<file path="src/rtl/cfg_frame_pkg.sv">
// Shared types, constants and helpers for the ID-addressed configuration frame loader.
// The CRC trailer is only present in builds that define CFG_FRAME_CRC_EN.
package cfg_frame_pkg;

  typedef enum logic [2:0] {
    ST_IDLE   = 3'd0,
    ST_HDR    = 3'd1,
    ST_PAY    = 3'd2,
    ST_CRC    = 3'd3,
    ST_COMMIT = 3'd4,
    ST_SKIP   = 3'd5
  } state_e;

  localparam logic [15:0] CRC_POLY = 16'h1021;
  localparam logic [15:0] CRC_INIT = 16'hFFFF;

  function automatic int beats(input int width, input int lanes);
    return (width + lanes - 1) / lanes;
  endfunction

  // True when id (of the given width) is the all-ones broadcast address.
  function automatic logic is_broadcast(input logic [31:0] id, input int width);
    logic [31:0] ones;
    ones = 32'd0;
    for (int i = 0; i < 32; i++) begin
      ones[i] = (i < width);
    end
    return id == ones;
  endfunction

endpackage

</file>
<file path="src/rtl/cfg_frame_loader_crc.sv">
// Combinational CRC-16-CCITT update over WIDTH data bits, bit 0 consumed first.
// Only instantiated by cfg_frame_loader when CFG_FRAME_CRC_EN is defined.
module cfg_crc16_step
  import cfg_frame_pkg::*;
#(
  parameter int WIDTH = 1
) (
  input  logic [15:0]      crc_in,
  input  logic [WIDTH-1:0] data,
  output logic [15:0]      crc_out
);

  // Unrolled bit-serial CRC: one shift/xor stage per data bit
  always_comb begin
    crc_out = crc_in;
    for (int i = 0; i < WIDTH; i++) begin
      if (crc_out[15] ^ data[i]) begin
        crc_out = {crc_out[14:0], 1'b0} ^ CRC_POLY;
      end else begin
        crc_out = {crc_out[14:0], 1'b0};
      end
    end
  end

endmodule

</file>
<file path="src/rtl/cfg_frame_loader.sv">
// Daisy-chained configuration frame loader: forwards every beat with one cycle of latency and
// atomically commits a matching frame's payload to cfg. Optional CRC trailer: CFG_FRAME_CRC_EN.
module cfg_frame_loader
  import cfg_frame_pkg::*;
#(
  parameter int CFG_SIZE = 800,
  parameter int LANES    = 1,
  parameter int ID_WIDTH = 3,
  parameter int ID       = 7
) (
  input  logic                clk,
  input  logic                crst_n,
  input  logic                cfg_in_start,
  input  logic [LANES-1:0]    cfg_bit_in,
  output logic                cfg_out_start,
  output logic [LANES-1:0]    cfg_bit_out,
  output logic [CFG_SIZE-1:0] cfg,
  output logic                cfg_valid,
  output logic                cfg_update,
  output logic                cfg_err
);

  localparam int HDR_BEATS = beats(ID_WIDTH, LANES);
  localparam int PAY_BEATS = beats(CFG_SIZE, LANES);
  localparam int CRC_BEATS = beats(16, LANES);
  localparam int MAX_HP    = (HDR_BEATS > PAY_BEATS) ? HDR_BEATS : PAY_BEATS;
  localparam int MAX_BEATS = (MAX_HP > CRC_BEATS) ? MAX_HP : CRC_BEATS;
  localparam int CNT_W     = $clog2(MAX_BEATS + 1);

  localparam logic [CNT_W-1:0] CNT_ONE  = CNT_W'(1);
  localparam logic [CNT_W-1:0] HDR_LAST = CNT_W'(HDR_BEATS - 1);
  localparam logic [CNT_W-1:0] PAY_LAST = CNT_W'(PAY_BEATS - 1);

  state_e              state_r, state_s;
  logic [CNT_W-1:0]    cnt_r, cnt_s;
  logic [ID_WIDTH-1:0] hdr_r, hdr_s;
  logic [CFG_SIZE-1:0] shadow_r, shadow_s;
  logic [CFG_SIZE-1:0] cfg_r;
  logic                valid_r;
  logic                update_r;
  logic                out_start_r;
  logic [LANES-1:0]    bit_out_r;
  logic                commit_s;
  logic                crc_ok_s;

  function automatic logic id_hit(input logic [ID_WIDTH-1:0] h);
    return (h == ID_WIDTH'(ID)) || is_broadcast(32'(h), ID_WIDTH);
  endfunction

`ifdef CFG_FRAME_CRC_EN
  localparam int               LAST_BITS = CFG_SIZE - (PAY_BEATS - 1) * LANES;
  localparam logic [CNT_W-1:0] CRC_LAST  = CNT_W'(CRC_BEATS - 1);

  logic [15:0] crc_r, crc_s, crc_full_s, crc_last_s;
  logic [15:0] trl_r, trl_s;
  logic        err_r;

  // The final payload beat may carry padding, so it gets a narrower CRC stage.
  cfg_crc16_step #(.WIDTH(LANES)) u_crc_full (
    .crc_in  (crc_r),
    .data    (cfg_bit_in),
    .crc_out (crc_full_s)
  );

  cfg_crc16_step #(.WIDTH(LAST_BITS)) u_crc_last (
    .crc_in  (crc_r),
    .data    (cfg_bit_in[LAST_BITS-1:0]),
    .crc_out (crc_last_s)
  );

  assign crc_ok_s = (trl_r == crc_r);
`else
  assign crc_ok_s = 1'b1;
`endif

  // Frame sequencing: beat counting, field capture and commit request
  always_comb begin
    state_s  = state_r;
    cnt_s    = cnt_r;
    hdr_s    = hdr_r;
    shadow_s = shadow_r;
    commit_s = 1'b0;
`ifdef CFG_FRAME_CRC_EN
    crc_s    = crc_r;
    trl_s    = trl_r;
`endif
    if (cfg_in_start) begin
      // A start beat always opens a new frame; a pending commit still completes.
      commit_s = (state_r == ST_COMMIT);
      for (int j = 0; j < ID_WIDTH; j++) begin
        hdr_s[j] = (j < LANES) ? cfg_bit_in[j % LANES] : 1'b0;
      end
      shadow_s = '0;
`ifdef CFG_FRAME_CRC_EN
      crc_s    = CRC_INIT;
      trl_s    = 16'h0000;
`endif
      if (HDR_BEATS == 1) begin
        cnt_s   = '0;
        state_s = id_hit(hdr_s) ? ST_PAY : ST_SKIP;
      end else begin
        cnt_s   = CNT_ONE;
        state_s = ST_HDR;
      end
    end else begin
      case (state_r)
        ST_HDR: begin
          for (int j = 0; j < ID_WIDTH; j++) begin
            hdr_s[j] = (cnt_r == CNT_W'(j / LANES)) ? cfg_bit_in[j % LANES] : hdr_r[j];
          end
          if (cnt_r == HDR_LAST) begin
            cnt_s   = '0;
            state_s = id_hit(hdr_s) ? ST_PAY : ST_SKIP;
          end else begin
            cnt_s   = cnt_r + CNT_ONE;
          end
        end
        ST_PAY: begin
          for (int j = 0; j < CFG_SIZE; j++) begin
            shadow_s[j] = (cnt_r == CNT_W'(j / LANES)) ? cfg_bit_in[j % LANES] : shadow_r[j];
          end
          if (cnt_r == PAY_LAST) begin
            cnt_s   = '0;
`ifdef CFG_FRAME_CRC_EN
            crc_s   = crc_last_s;
            state_s = ST_CRC;
`else
            state_s = ST_COMMIT;
`endif
          end else begin
            cnt_s   = cnt_r + CNT_ONE;
`ifdef CFG_FRAME_CRC_EN
            crc_s   = crc_full_s;
`endif
          end
        end
`ifdef CFG_FRAME_CRC_EN
        ST_CRC: begin
          for (int j = 0; j < 16; j++) begin
            trl_s[j] = (cnt_r == CNT_W'(j / LANES)) ? cfg_bit_in[j % LANES] : trl_r[j];
          end
          if (cnt_r == CRC_LAST) begin
            cnt_s   = '0;
            state_s = ST_COMMIT;
          end else begin
            cnt_s   = cnt_r + CNT_ONE;
          end
        end
`endif
        ST_COMMIT: begin
          commit_s = 1'b1;
          state_s  = ST_IDLE;
        end
        ST_IDLE, ST_SKIP: begin
          state_s = state_r;
        end
        default: begin
          state_s = ST_IDLE;
          cnt_s   = '0;
        end
      endcase
    end
  end

  // Frame state, beat counter and capture registers
  always_ff @(posedge clk or negedge crst_n) begin
    if (!crst_n) begin
      state_r  <= ST_IDLE;
      cnt_r    <= '0;
      hdr_r    <= '0;
      shadow_r <= '0;
    end else begin
      state_r  <= state_s;
      cnt_r    <= cnt_s;
      hdr_r    <= hdr_s;
      shadow_r <= shadow_s;
    end
  end

  // Chain passthrough and atomic commit of the shadow into the live configuration
  always_ff @(posedge clk or negedge crst_n) begin
    if (!crst_n) begin
      out_start_r <= 1'b0;
      bit_out_r   <= '0;
      cfg_r       <= '0;
      valid_r     <= 1'b0;
      update_r    <= 1'b0;
    end else begin
      out_start_r <= cfg_in_start;
      bit_out_r   <= cfg_bit_in;
      update_r    <= commit_s & crc_ok_s;
      if (commit_s & crc_ok_s) begin
        cfg_r   <= shadow_r;
        valid_r <= 1'b1;
      end else begin
        cfg_r   <= cfg_r;
        valid_r <= valid_r;
      end
    end
  end

`ifdef CFG_FRAME_CRC_EN
  // Running CRC, received trailer and sticky CRC-failure flag
  always_ff @(posedge clk or negedge crst_n) begin
    if (!crst_n) begin
      crc_r <= CRC_INIT;
      trl_r <= 16'h0000;
      err_r <= 1'b0;
    end else begin
      crc_r <= crc_s;
      trl_r <= trl_s;
      err_r <= err_r | (commit_s & ~crc_ok_s);
    end
  end

  assign cfg_err = err_r;
`else
  assign cfg_err = 1'b0;
`endif

  assign cfg_out_start = out_start_r;
  assign cfg_bit_out   = bit_out_r;
  assign cfg           = cfg_r;
  assign cfg_valid     = valid_r;
  assign cfg_update    = update_r;

endmodule

</file>
<file path="config.mk">
export PLATFORM = sky130hd
export DESIGN_NAME = cfg_frame_loader
export DESIGN_NICKNAME = d
export VERILOG_FILES = /design/src/rtl/cfg_frame_pkg.sv /design/src/rtl/cfg_frame_loader_crc.sv /design/src/rtl/cfg_frame_loader.sv
export SDC_FILE = /design/constraint.sdc
export NUM_CORES = 2
export LEC_CHECK = 0
export BUFFER_PORTS_ARGS = -buffer_cell sky130_fd_sc_hd__buf_2
export CAP_MARGIN = 20
export CORE_MARGIN = 2
export CORE_UTILIZATION = 63
export DETAILED_ROUTE_END_ITERATION = 16
export PLACE_DENSITY = 0.85
export SYNTH_ARGS = -nofsm -noshare
export SYNTH_HDL_FRONTEND = slang
export SYNTH_SLANG_ARGS = --single-unit
</file>
<file path="constraint.sdc">
create_clock -name clk -period 5.7 [get_ports clk]
set_input_delay 0.855 -clock clk [delete_from_list [all_inputs] [get_ports clk]]
set_output_delay 0.855 -clock clk [all_outputs]
set_load 0.005 [all_outputs]
</file>
==> impl_metrics.ini <==
[critical_path]
worst-endpoint-arrival_ps = 3950
cpLargestDelayFamily = simple AND/OR/NAND/NOR gates
worst-r2r-setup-slack_ps = 2340
crit_type = flip-flop to flip-flop
worst-path-buf-inv = 1
worst_setup_path_start_kind = flip-flop
crit_path_top_delay_cell = sky130_fd_sc_hd__nor2_1
cp-startpoint = cnt_r[8]
critical_path.max_stage_delay_ps = 650
worstReg2RegEnd = shadow_r[195]
crit-reg2reg-launch = cnt_r[8]
crit_chain = nor2_1 -> nand2_4 -> buf_12 -> o21ai_0 -> a21oi_1
r2r_cells = 5
critical_path_peak_fanout = 158
required_ps = 6290
timing.critical_path.to_type = flip-flop

[sta]
timing.final.hold_violations = 0
period_share_pct = 58.9
final-max-slew-violation-count = 0
fin_crit_ps = 3360
fmaxAchievable_mhz = 298
setup_viol = 0
setup_total_negative_slack_ps = 0
fin_skew_ps = 35.4
grt_setup_unrepaired = no
measured_slew_at_the_worst_slew_check_pin_ps = 1240
max-slew-margin-rel_pct = 17.6
worst_hold_slack_ps = 140

[synthesis]
synthesized_flop_and_latch_total = 1620
async_flop_share_pct = 100
synth_mux_area_share_pct = 13.4
synth_enable_flop_cells = 0
synth_nets = 5907
synth.top_cell.area_share_pct = 60.1
adder_cell_share_of_the_synthesized_area_pct = 0.0741
synth.avg_cell_area_um2 = 11.4
largest_family_of_logic_cells_by_synthesized_area = multiplexers
post_synth_and_or_nand_nor_area_fraction_pct = 9.72
post-synth-top-area-cell = sky130_fd_sc_hd__dfrtp_1
synth_top_flop_cell = sky130_fd_sc_hd__dfrtp_1
synth.yosys.seq_area_share_pct = 60.1
synth_cell_types = 51
synth_area_in_compound_gates_pct = 12.2
yosysWarningCount = 0
most_used_standard_cell_by_instance_count_after_synthesis = sky130_fd_sc_hd__dfrtp_1
yosys-top-cells-count = 1620 x sky130_fd_sc_hd__dfrtp_1, 805 x sky130_fd_sc_hd__a21oi_1, 803 x sky130_fd_sc_hd__o21ai_0, 801 x sky130_fd_sc_hd__mux2_2, 797 x sky130_fd_sc_hd__nand4_1
synthesis.instances = 5899
synth_area_leaders = sky130_fd_sc_hd__dfrtp_1 60%, sky130_fd_sc_hd__mux2_2 13%, sky130_fd_sc_hd__nand4_1 7.4%
xor_and_xnor_fraction_of_the_mapped_netlist_area_pct = 0.0519
post_synthesis_instance_area_um2 = 67500

[detailed_routing]
via_per_inst = 7.02
vias = 54800
wire_per_inst_um = 27.4
detail_route.iter0.violations = 7809
ant_nets = 0
drt_first_pass_iters = 6
postRouteWirelength_um = 214000
drc = 0

[grt]
use_met2_pct = 56.5
grt_start_max_net_pins = 203
grt_antenna_before_repair = 3
grt.overflow.total = 0
top_usage_layer = met2
grt_first_pass_wirelength_um = 325000
groute.layer.met1.usage_pct = 49.6
grt_pass1_vias = 54000
gr-usage-met3_pct = 10.4
gr-usage-all-layers_pct = 38.0

[cells_and_area]
post_layout_nonfiller_instances = 7804
final-seq-area_um2 = 40500
nets = 6279
drive_above_1_share_pct = 31.3
layout.filler_cells = 6766
multi_input_area_um2 = 24200
flow.area_growth_from_synthesis_pct = 13.9

[floorplanning]
die_width_um = 331
coreArea_um2 = 107000
die-area_um2 = 110000
overall_die_height_um = 331
floorplan.initialDensity_pct = 63.3
ios = 809
placementRows = 120

[cts]
tritoncts_clock_tree = yes
cts-root-to-sink-buffers = 3
insertion_delay_ps = 800
clock_tree.root_cell = sky130_fd_sc_hd__clkbuf_16
clkTransAtPathRegs_ps = 60
post_cts_resized = 0
cts_stage_hold_buffer_count = 0
cts_buffers = 156
clock-sinks = 1620
ctsHtreeMaxLevel = 4
postCtsSetupRepairBufs = 0

[flow_run]
timing.max_cap.violations = 0

[pwr]
p_leak_nw = 35.7
vdd.ir_drop.worst_v = 0.000333
post_route_total_power_w = 0.0242
powerDensity_nw_per_um2 = 315

[worst_hold_path]
hold_class = primary input to asynchronous set/reset pin

[placed_design]
gp_routability_congestion = 0.851
dp.cells = 7516
place.detailed.hpwl_um = 122000
port-buffer-count = 807

[outcome]
run_status = finished clean
-- registers in the layout, summed over array words and instances, names as in the netlist --
signal         flops
state_r            3
cnt_r             10
shadow_r         800
cfg_out_start      1
hdr_r              3
cfg              800
cfg_valid          1
cfg_bit_out        1
cfg_update         1
-- final cells by class --
type                       instances  share of cell area, %
clock inverter                    56                  0.750
antenna                            2                0.00651
inverter                           4                 0.0195
multi-input combinational       3587                   31.4
timing repair buffer             902                   6.75
tap                             1403                   2.28
clock buffer                     230                   6.06
sequential                      1620                   52.7
-- kinds of logic after synthesis --
kind of cell / after synthesis
buffers and inverters: 692
and+or+nand+nor: 1143
DFF: 1620
xor gates and xnor gates: 4
muxes: 803
other: 1
AOI/OAI and AO/OA: 1632
adders and majority gates: 4
-- how the worst max path moves through the flow --
| stage | cells past startpoint | slack (ps) | endpoint |
|---|---|---|---|
| detailed placement | 5 | 2600 | cnt_r[7] |
| CTS | 5 | 2580 | cnt_r[7] |
| global route | 5 | 2340 | cnt_r[7] |
| floorplan | 5 | 3570 | shadow_r[633] |
| global placement | 5 | 2720 | cnt_r[7] |
| finish | 5 | 2340 | shadow_r[195] |
-- through the flow --
stage | utilization (%) | instance area (um2) | setup slack, ps
3_5_place_dp | 67.2 | 71700 | 2600
6_report | 72.1 | 76900 | 2340
3_3_place_gp | 67.2 | 71700 | 2720
2_1_floorplan | - | 67500 | 3570
4_1_cts | 72.1 | 76900 | 2580
5_1_grt | 72.1 | 76900 | 2340
-- layout by cell type, fill, tap and decap left out, drive strengths merged, types with 3 or more instances in the layout --
cell      count
ha            4
and3b         8
nand2       265
clkbuf      230
o21ai       804
clkinvlp      8
nor2b         5
clkinv       37
xor2          4
and3          8
and4b         4
mux2        801
a21oi       805
or2           3
nor4b         4
o311ai        3
a211oi        5
buf         902
dfrtp      1620
and4          3
o31ai         3
nor2          9
bufinv        5
nand3         7
nor4          3
nor3b         8
nor4bb        6
nand4       797
and2          4
inv          10
-- layer usage --
metal  share of wire [%]  vias up
met5              0.0061        -
met4                 7.1        2
met3                  12      841
met2                  45     4054
met1                  36    27600
li1                    -    22300
-- power by group --
group	switching [W]	total, W	internal, W
Clock	0.00459	0.0105	0.00594
Combinational	0.00129	0.00175	0.000455
Sequential	0.000205	0.0119	0.0117
Total	0.00609	0.0242	0.0181
Power figures use the tool's default switching activity.
